`config.mk`:
```
export PLATFORM = sky130hd
export DESIGN_NAME = alu_issue_ctrl
export DESIGN_NICKNAME = d
export VERILOG_FILES = /design/src/rtl/alu_pkg.sv /design/src/rtl/alu_req_fifo.sv /design/src/rtl/alu_issue_ctrl.sv
export SDC_FILE = /design/constraint.sdc
export NUM_CORES = 1
export LEC_CHECK = 0
export CORE_ASPECT_RATIO = 1.2
export CORE_MARGIN = 5
export CORE_UTILIZATION = 33
export DETAILED_ROUTE_END_ITERATION = 6
export GPL_TIMING_DRIVEN = 0
export SLEW_MARGIN = 20
export SYNTH_ARGS = -nofsm -noshare
export SYNTH_HDL_FRONTEND = slang
export SYNTH_SLANG_ARGS = --single-unit
```
`constraint.sdc`:
```
create_clock -name clk -period 3.81 [get_ports clk]
set_clock_uncertainty 0.1 [all_clocks]
set_input_delay 0.381 -clock clk [delete_from_list [all_inputs] [get_ports clk]]
set_output_delay 0.381 -clock clk [all_outputs]
set_load 0.03 [all_outputs]
```
`src/rtl/alu_pkg.sv`:
```
// Shared definitions for the ALU issue controller: opcodes, IEEE-754 single field layout,
// issue FSM states and a result-class decoder.
package alu_pkg;

  localparam logic [2:0] OP_ADD = 3'b000;
  localparam logic [2:0] OP_SUB = 3'b001;
  localparam logic [2:0] OP_MUL = 3'b010;
  localparam logic [2:0] OP_DIV = 3'b011;

  localparam int SIGN_BIT = 31;
  localparam int EXP_MSB  = 30;
  localparam int EXP_LSB  = 23;
  localparam int FRAC_W   = 23;

  typedef enum logic [1:0] {
    ST_IDLE = 2'd0,
    ST_WAIT = 2'd1,
    ST_HOLD = 2'd2
  } state_t;

  // {nan, inf, zero, denormal}; sign is ignored so +/-0 both report zero
  function automatic logic [3:0] fp_flags(input logic [31:0] v);
    logic [EXP_MSB-EXP_LSB:0] e;
    logic [FRAC_W-1:0]        f;
    e = v[EXP_MSB:EXP_LSB];
    f = v[FRAC_W-1:0];
    fp_flags = {(&e) && (|f), (&e) && !(|f), !(|e) && !(|f), !(|e) && (|f)};
  endfunction

endpackage

```
`src/rtl/alu_req_fifo.sv`:
```
// Synchronous request FIFO; head is visible combinationally, one cycle push-to-pop.
// Pushes while full and pops while empty are ignored; caller gates push with !full.
module alu_req_fifo #(
  parameter int DEPTH = 4,
  parameter int DW    = 67
) (
  input  logic                     clk,
  input  logic                     rst,
  input  logic                     push,
  input  logic [DW-1:0]            push_dat,
  input  logic                     pop,
  output logic [DW-1:0]            pop_dat,
  output logic [$clog2(DEPTH):0]   count,
  output logic                     full,
  output logic                     empty
);

  localparam int AW = $clog2(DEPTH);
  localparam logic [AW:0]   CNT_ONE = (AW+1)'(1);
  localparam logic [AW-1:0] PTR_ONE = AW'(1);
  localparam logic [AW:0]   CNT_MAX = (AW+1)'(DEPTH);

  logic [DW-1:0] mem [DEPTH];
  logic [AW-1:0] wr_ptr;
  logic [AW-1:0] rd_ptr;
  logic          do_push;
  logic          do_pop;

  assign full    = (count == CNT_MAX);
  assign empty   = (count == '0);
  assign do_push = push && !full;
  assign do_pop  = pop && !empty;
  assign pop_dat = mem[rd_ptr];

  // DEPTH is a power of two, so the pointers wrap for free
  always_ff @(posedge clk) begin
    if (rst) begin
      wr_ptr <= '0;
      rd_ptr <= '0;
      count  <= '0;
    end else begin
      if (do_push) wr_ptr <= wr_ptr + PTR_ONE;
      if (do_pop)  rd_ptr <= rd_ptr + PTR_ONE;
      case ({do_push, do_pop})
        2'b10:   count <= count + CNT_ONE;
        2'b01:   count <= count - CNT_ONE;
        default: count <= count;
      endcase
    end
  end

  always_ff @(posedge clk) begin
    if (do_push) mem[wr_ptr] <= push_dat;
  end

endmodule

```
`src/rtl/alu_issue_ctrl.sv`:
```
// Issue stage for the fp alu: queues requests, holds operands ALU_LAT cycles, then presents O
// downstream; result held until out_ready. Optional result-class flags under ALU_ISSUE_FLAGS_EN.
module alu_issue_ctrl
  import alu_pkg::*;
#(
  parameter int DEPTH   = 4,
  parameter int ALU_LAT = 2,
  parameter int W       = 32
) (
  input  logic                   clk,
  input  logic                   rst,
  input  logic                   in_valid,
  output logic                   in_ready,
  input  logic [W-1:0]           in_a,
  input  logic [W-1:0]           in_b,
  input  logic [2:0]             in_op,
  output logic [W-1:0]           alu_a,
  output logic [W-1:0]           alu_b,
  output logic [2:0]             alu_op,
  input  logic [W-1:0]           alu_o,
  output logic                   out_valid,
  input  logic                   out_ready,
  output logic [W-1:0]           out_result,
  output logic [2:0]             out_op,
`ifdef ALU_ISSUE_FLAGS_EN
  output logic [3:0]             out_flags,
`endif
  output logic                   busy,
  output logic [$clog2(DEPTH):0] fifo_count
);

  localparam int CW = $clog2(ALU_LAT + 1);
  localparam logic [CW-1:0] LAT     = CW'(ALU_LAT);
  localparam logic [CW-1:0] CNT_ONE = CW'(1);

  typedef struct packed {
    logic [2:0]   op;
    logic [W-1:0] b;
    logic [W-1:0] a;
  } req_t;

  req_t          push_req;
  req_t          head_req;
  logic          fifo_full;
  logic          fifo_empty;
  logic          pop;
  logic          capture;
  state_t        state;
  state_t        state_n;
  logic [CW-1:0] cnt;

  assign push_req = '{op: in_op, b: in_b, a: in_a};
  assign in_ready = !fifo_full;
  assign busy     = !fifo_empty || (state != ST_IDLE);

  alu_req_fifo #(
    .DEPTH (DEPTH),
    .DW    ($bits(req_t))
  ) u_fifo (
    .clk      (clk),
    .rst      (rst),
    .push     (in_valid && in_ready),
    .push_dat (push_req),
    .pop      (pop),
    .pop_dat  (head_req),
    .count    (fifo_count),
    .full     (fifo_full),
    .empty    (fifo_empty)
  );

  always_comb begin
    state_n = state;
    pop     = 1'b0;
    capture = 1'b0;
    case (state)
      ST_IDLE: begin
        if (!fifo_empty) begin
          pop     = 1'b1;
          state_n = ST_WAIT;
        end
      end
      ST_WAIT: begin
        if (cnt == CNT_ONE) begin
          capture = 1'b1;
          state_n = ST_HOLD;
        end
      end
      ST_HOLD: begin
        // a waiting request issues on the same edge the result is taken
        if (out_ready) begin
          if (!fifo_empty) begin
            pop     = 1'b1;
            state_n = ST_WAIT;
          end else begin
            state_n = ST_IDLE;
          end
        end
      end
      default: state_n = ST_IDLE;
    endcase
  end

  always_ff @(posedge clk) begin
    if (rst) begin
      state      <= ST_IDLE;
      cnt        <= '0;
      alu_a      <= '0;
      alu_b      <= '0;
      alu_op     <= 3'b000;
      out_valid  <= 1'b0;
      out_result <= '0;
      out_op     <= 3'b000;
    end else begin
      state <= state_n;
      if (pop) begin
        alu_a  <= head_req.a;
        alu_b  <= head_req.b;
        alu_op <= head_req.op;
        cnt    <= LAT;
      end else if (state == ST_WAIT) begin
        cnt <= cnt - CNT_ONE;
      end
      if (capture) begin
        out_result <= alu_o;
        out_op     <= alu_op;
        out_valid  <= 1'b1;
      end else if (state == ST_HOLD && out_ready) begin
        out_valid <= 1'b0;
      end
    end
  end

`ifdef ALU_ISSUE_FLAGS_EN
  always_ff @(posedge clk) begin
    if (rst) begin
      out_flags <= 4'b0000;
    end else if (capture) begin
      out_flags <= fp_flags(alu_o[31:0]);
    end
  end
`endif

endmodule

```
==> impl_metrics.py <==
metrics = {
    "worst_setup_path": {
        "r2r_slack_ns": 1.01,
        "cp_top_family": "buffers and inverters",
        "path_max_fanout": 10,
        "start_kind": "flip-flop",
        "reg2reg_to": "u_fifo.count[2]$_SDFFE_PP0P_",
        "worstPathRequired_ns": 3.33,
        "crit_chain": "or3_1, buf_2, buf_6, or3_1, clkdlybuf4s50_1",
        "path_class": "flip-flop to primary output",
        "slowest_stage": "clkdlybuf4s50_1",
        "worstRegToRegCells": 10,
        "crit_top_cell": "or3_1",
        "endpoint_kind": "primary output",
        "cp.arrival_ns": 2.72,
        "crit_buf_inv": 3,
        "reg2reg_from": "u_fifo.count[0]$_SDFFE_PP0P_",
        "critPathMaxStageDelay_ns": 0.62,
    },
    "floorplanning": {
        "boundaryPins": 211,
        "die_h_um": 239,
        "core_area_um2": 43500,
        "die_w_um": 201,
        "dieArea_um2": 48000,
        "rows": 84,
        "start_util": 0.331,
    },
    "power": {
        "power_frac_seq": 0.394,
        "switchingPower_mw": 4.36,
        "power_frac_clock": 0.294,
        "netSwitchingFraction": 0.323,
        "intPower_mw": 9.15,
        "combPwrFrac": 0.312,
        "power_density_nw_per_um2": 724,
        "vdd_drop_max_mv": 0.380,
        "leakagePower_nw": 6.07,
    },
    "min_path": {
        "worst_hold_path.endpoint": "u_fifo.wr_ptr[0]$_SDFFE_PP0P_",
        "min-delay-path-class": "input pin to flip-flop",
        "worstHoldStart": "in_valid",
        "whs_path_depth": 3,
    },
    "finish": {
        "finish.net_count": 1264,
        "final_layout_size_suffix_gt1_frac": 0.151,
        "final_util": 0.429,
        "fillers": 3987,
        "fin_cells": 1744,
        "syn_to_final_growth_pct": 29.5,
        "antennaDiodeCount": 0,
    },
    "timing": {
        "period_share": 0.840,
        "setup-violations-final": 0,
        "worst_slew_pin_slew_ns": 0.830,
        "slew_violations": 0,
        "max_freq_ghz": 0.313,
        "hold_ws_ns": 0.189,
        "period_minus_slack_ns": 3.20,
        "slew_headroom": 0.443,
        "finalHoldViolCount": 0,
        "rsz0062_at_grt": "no",
    },
    "logic_synthesis": {
        "synth.avg_cell_area_um2": 16.0,
        "syn-num-nets": 1010,
        "syn-cell-area_um2": 14400,
        "synth.distinct_cells": 37,
        "ys_ff_latch": 382,
        "yosysSeqAreaShare": 0.716,
        "synthArstFlopShare": 0,
        "yosys_warnings": 0,
        "ys.flop_type": "edfxtp_1",
        "yosysTopAreaCell": "edfxtp_1",
        "syn_inst": 900,
        "synth-edff-count": 268,
        "synth.top_cell.area_share": 0.558,
        "ys_top_cells_by_area": "edfxtp_1 56%, dfxtp_1 16%, mux4_2 10%, a21oi_1 3.8%, o31ai_1 3.5%",
    },
    "clock_network": {
        "cts_tree": "yes",
        "insertion_delay_ns": 0.53,
        "holdBufCountCts": 0,
        "clkSinkCount": 382,
        "cts_setup_buffers": 0,
        "cts_made_buffers": 40,
        "clk_pin_slew_worst_paths_ns": 0.06,
        "htree_num_levels": 2,
        "cts_resized": 0,
        "cts_root_buffer": "clkbuf_16",
        "clockBufferDepth": 3,
    },
    "routing": {
        "ant_nets": 0,
        "drt_iter0_drc": 398,
        "drc": 0,
        "routed_wl_um": 37200,
        "dr.pass1.iters": 5,
        "vias": 8827,
        "avgRoutedWirePerCell_um": 21.4,
        "via_per_inst": 5.06,
    },
    "run": {
        "maxCapViolCount": 0,
    },
    "placement": {
        "dp.cells": 1671,
        "port_buffers": 208,
        "dp_hpwl_um": 25000,
        "place_congestion": 0.767,
    },
    "global_route": {
        "grt_pass1_wl_um": 56500,
        "grt_max_degree": 40,
        "grt_overflow_total": 0,
        "first_global_vias": 9055,
        "track_usage": 0.152,
        "antenna_found_initial": 1,
    },
    "outcome": {
        "outcome": "complete, no violations",
    },
}
==> cell type report <==
cell class                 count  area [um2]  share of cell area
buffer                        84         453              0.0243
multi-input combinational    429        3640               0.195
timing repair buffer         212        2190               0.117
inverter                       5        18.8             0.00100
clock buffer                  52        1080              0.0576
tap                          559         699              0.0375
sequential                   382       10300               0.553
clock inverter                21         267              0.0143
==> sequential cells by signal, indices dropped and copies added, names as in the netlist, 3 cells and up <==
signal and count:
alu_op 3, out_result 32, u_fifo.mem 268, alu_a 32
alu_b 32, out_op 3, u_fifo.count 3
==> metal layers <==
layer	vias to the layer above	part of all wire	GRT usage
met5	-	0	0
met4	0	0.020	0.0403
met3	46	0.046	0.0311
met2	244	0.51	0.267
met1	4458	0.43	0.193
li1	4079	-	-
==> worst reg2reg max path: stages, from the launching register on <==
cell,delay [ns]
dfxtp_1,0.38
or3_1,0.39
buf_2,0.24
buf_6,0.20
nand3_2,0.15
inv_2,0.06
ha_1,0.23
fa_1,0.38
xnor2_1,0.15
or3_1,0.30
a21oi_1,0.14
==> how the worst max path moves through the flow <==
stage	startpoint	endpoint	slack [ns]	cells after the start
after floorplan	u_fifo.count[0]$_SDFFE_PP0P_	u_fifo.mem[0][0]$_DFFE_PP_	0.59	3
after global placement	u_fifo.count[0]$_SDFFE_PP0P_	u_fifo.mem[0][5]$_DFFE_PP_	-0.68	3
after detailed placement	out_ready	u_fifo.count[2]$_SDFFE_PP0P_	0.72	11
after CTS	u_fifo.count[0]$_SDFFE_PP0P_	busy	0.55	5
after global routing	u_fifo.count[0]$_SDFFE_PP0P_	busy	0.52	5
final	u_fifo.count[0]$_SDFFE_PP0P_	busy	0.61	5
==> stage by stage <==
step	power, mW	instance area (um2)	TNS [ns]	setup WS [ns]
6_report	13.5	18700	0	0.611
3_5_place_dp	9.68	17300	0	0.725
5_1_grt	14.2	18700	0	0.522
4_1_cts	13.7	18700	0	0.549
3_3_place_gp	9.63	17200	-162.96	-0.680
2_1_floorplan	8.02	14400	0	0.588
==> cells in the final DEF, fill, tap and decap left out, types with 9 or more instances in the layout <==
cell	instances
a21oi_1	110
buf_2	25
buf_6	11
clkbuf_1	45
clkbuf_16	40
clkdlybuf4s50_1	208
clkinv_1	9
dfxtp_1	114
edfxtp_1	268
mux4_2	67
nand2_1	71
nand4_1	68
o31ai_1	68
==> logic make-up (layout without fill, tap and decap cells) <==
logic type | Yosys count | count (layout) | synth area share
adder cells (fa/ha/maj) | 7 | 7 | 0.00659
buffers and inverters | 89 | 374 | 0.0327
AND/OR/NAND/NOR | 167 | 167 | 0.0602
XOR/XNOR | 3 | 3 | 0.00182
multiplexers | 70 | 70 | 0.107
flip-flops | 382 | 382 | 0.716
AO/OA/AOI/OAI | 182 | 182 | 0.0756
==> synth_stat cells, drive strengths merged, types with 2 or more instances <==
master    n
nand2b    3
nor3      2
o31ai    68
clkbuf   37
nor2b     3
mux4     67
or3       3
a21oi   110
nor2      6
dfxtp   114
xnor2     2
inv       4
edfxtp  268
nand3     3
nand4    68
ha        6
and3      4
buf      47
mux2i     2
a21o      2
nand2    71
==> power by group through the flow <==
| stage | registers, mW | clock network (mW) | logic [mW] |
|---|---|---|---|
| 6_report | 5.32 | 3.97 | 4.22 |
| 2_1_floorplan | 5.90 | 0 | 2.12 |
| 5_1_grt | 5.38 | 4.26 | 4.53 |
| 3_3_place_gp | 5.44 | 0 | 4.19 |
| 3_5_place_dp | 5.42 | 0 | 4.26 |
| 4_1_cts | 5.34 | 4.08 | 4.28 |
(Power assumes the default switching activity.)
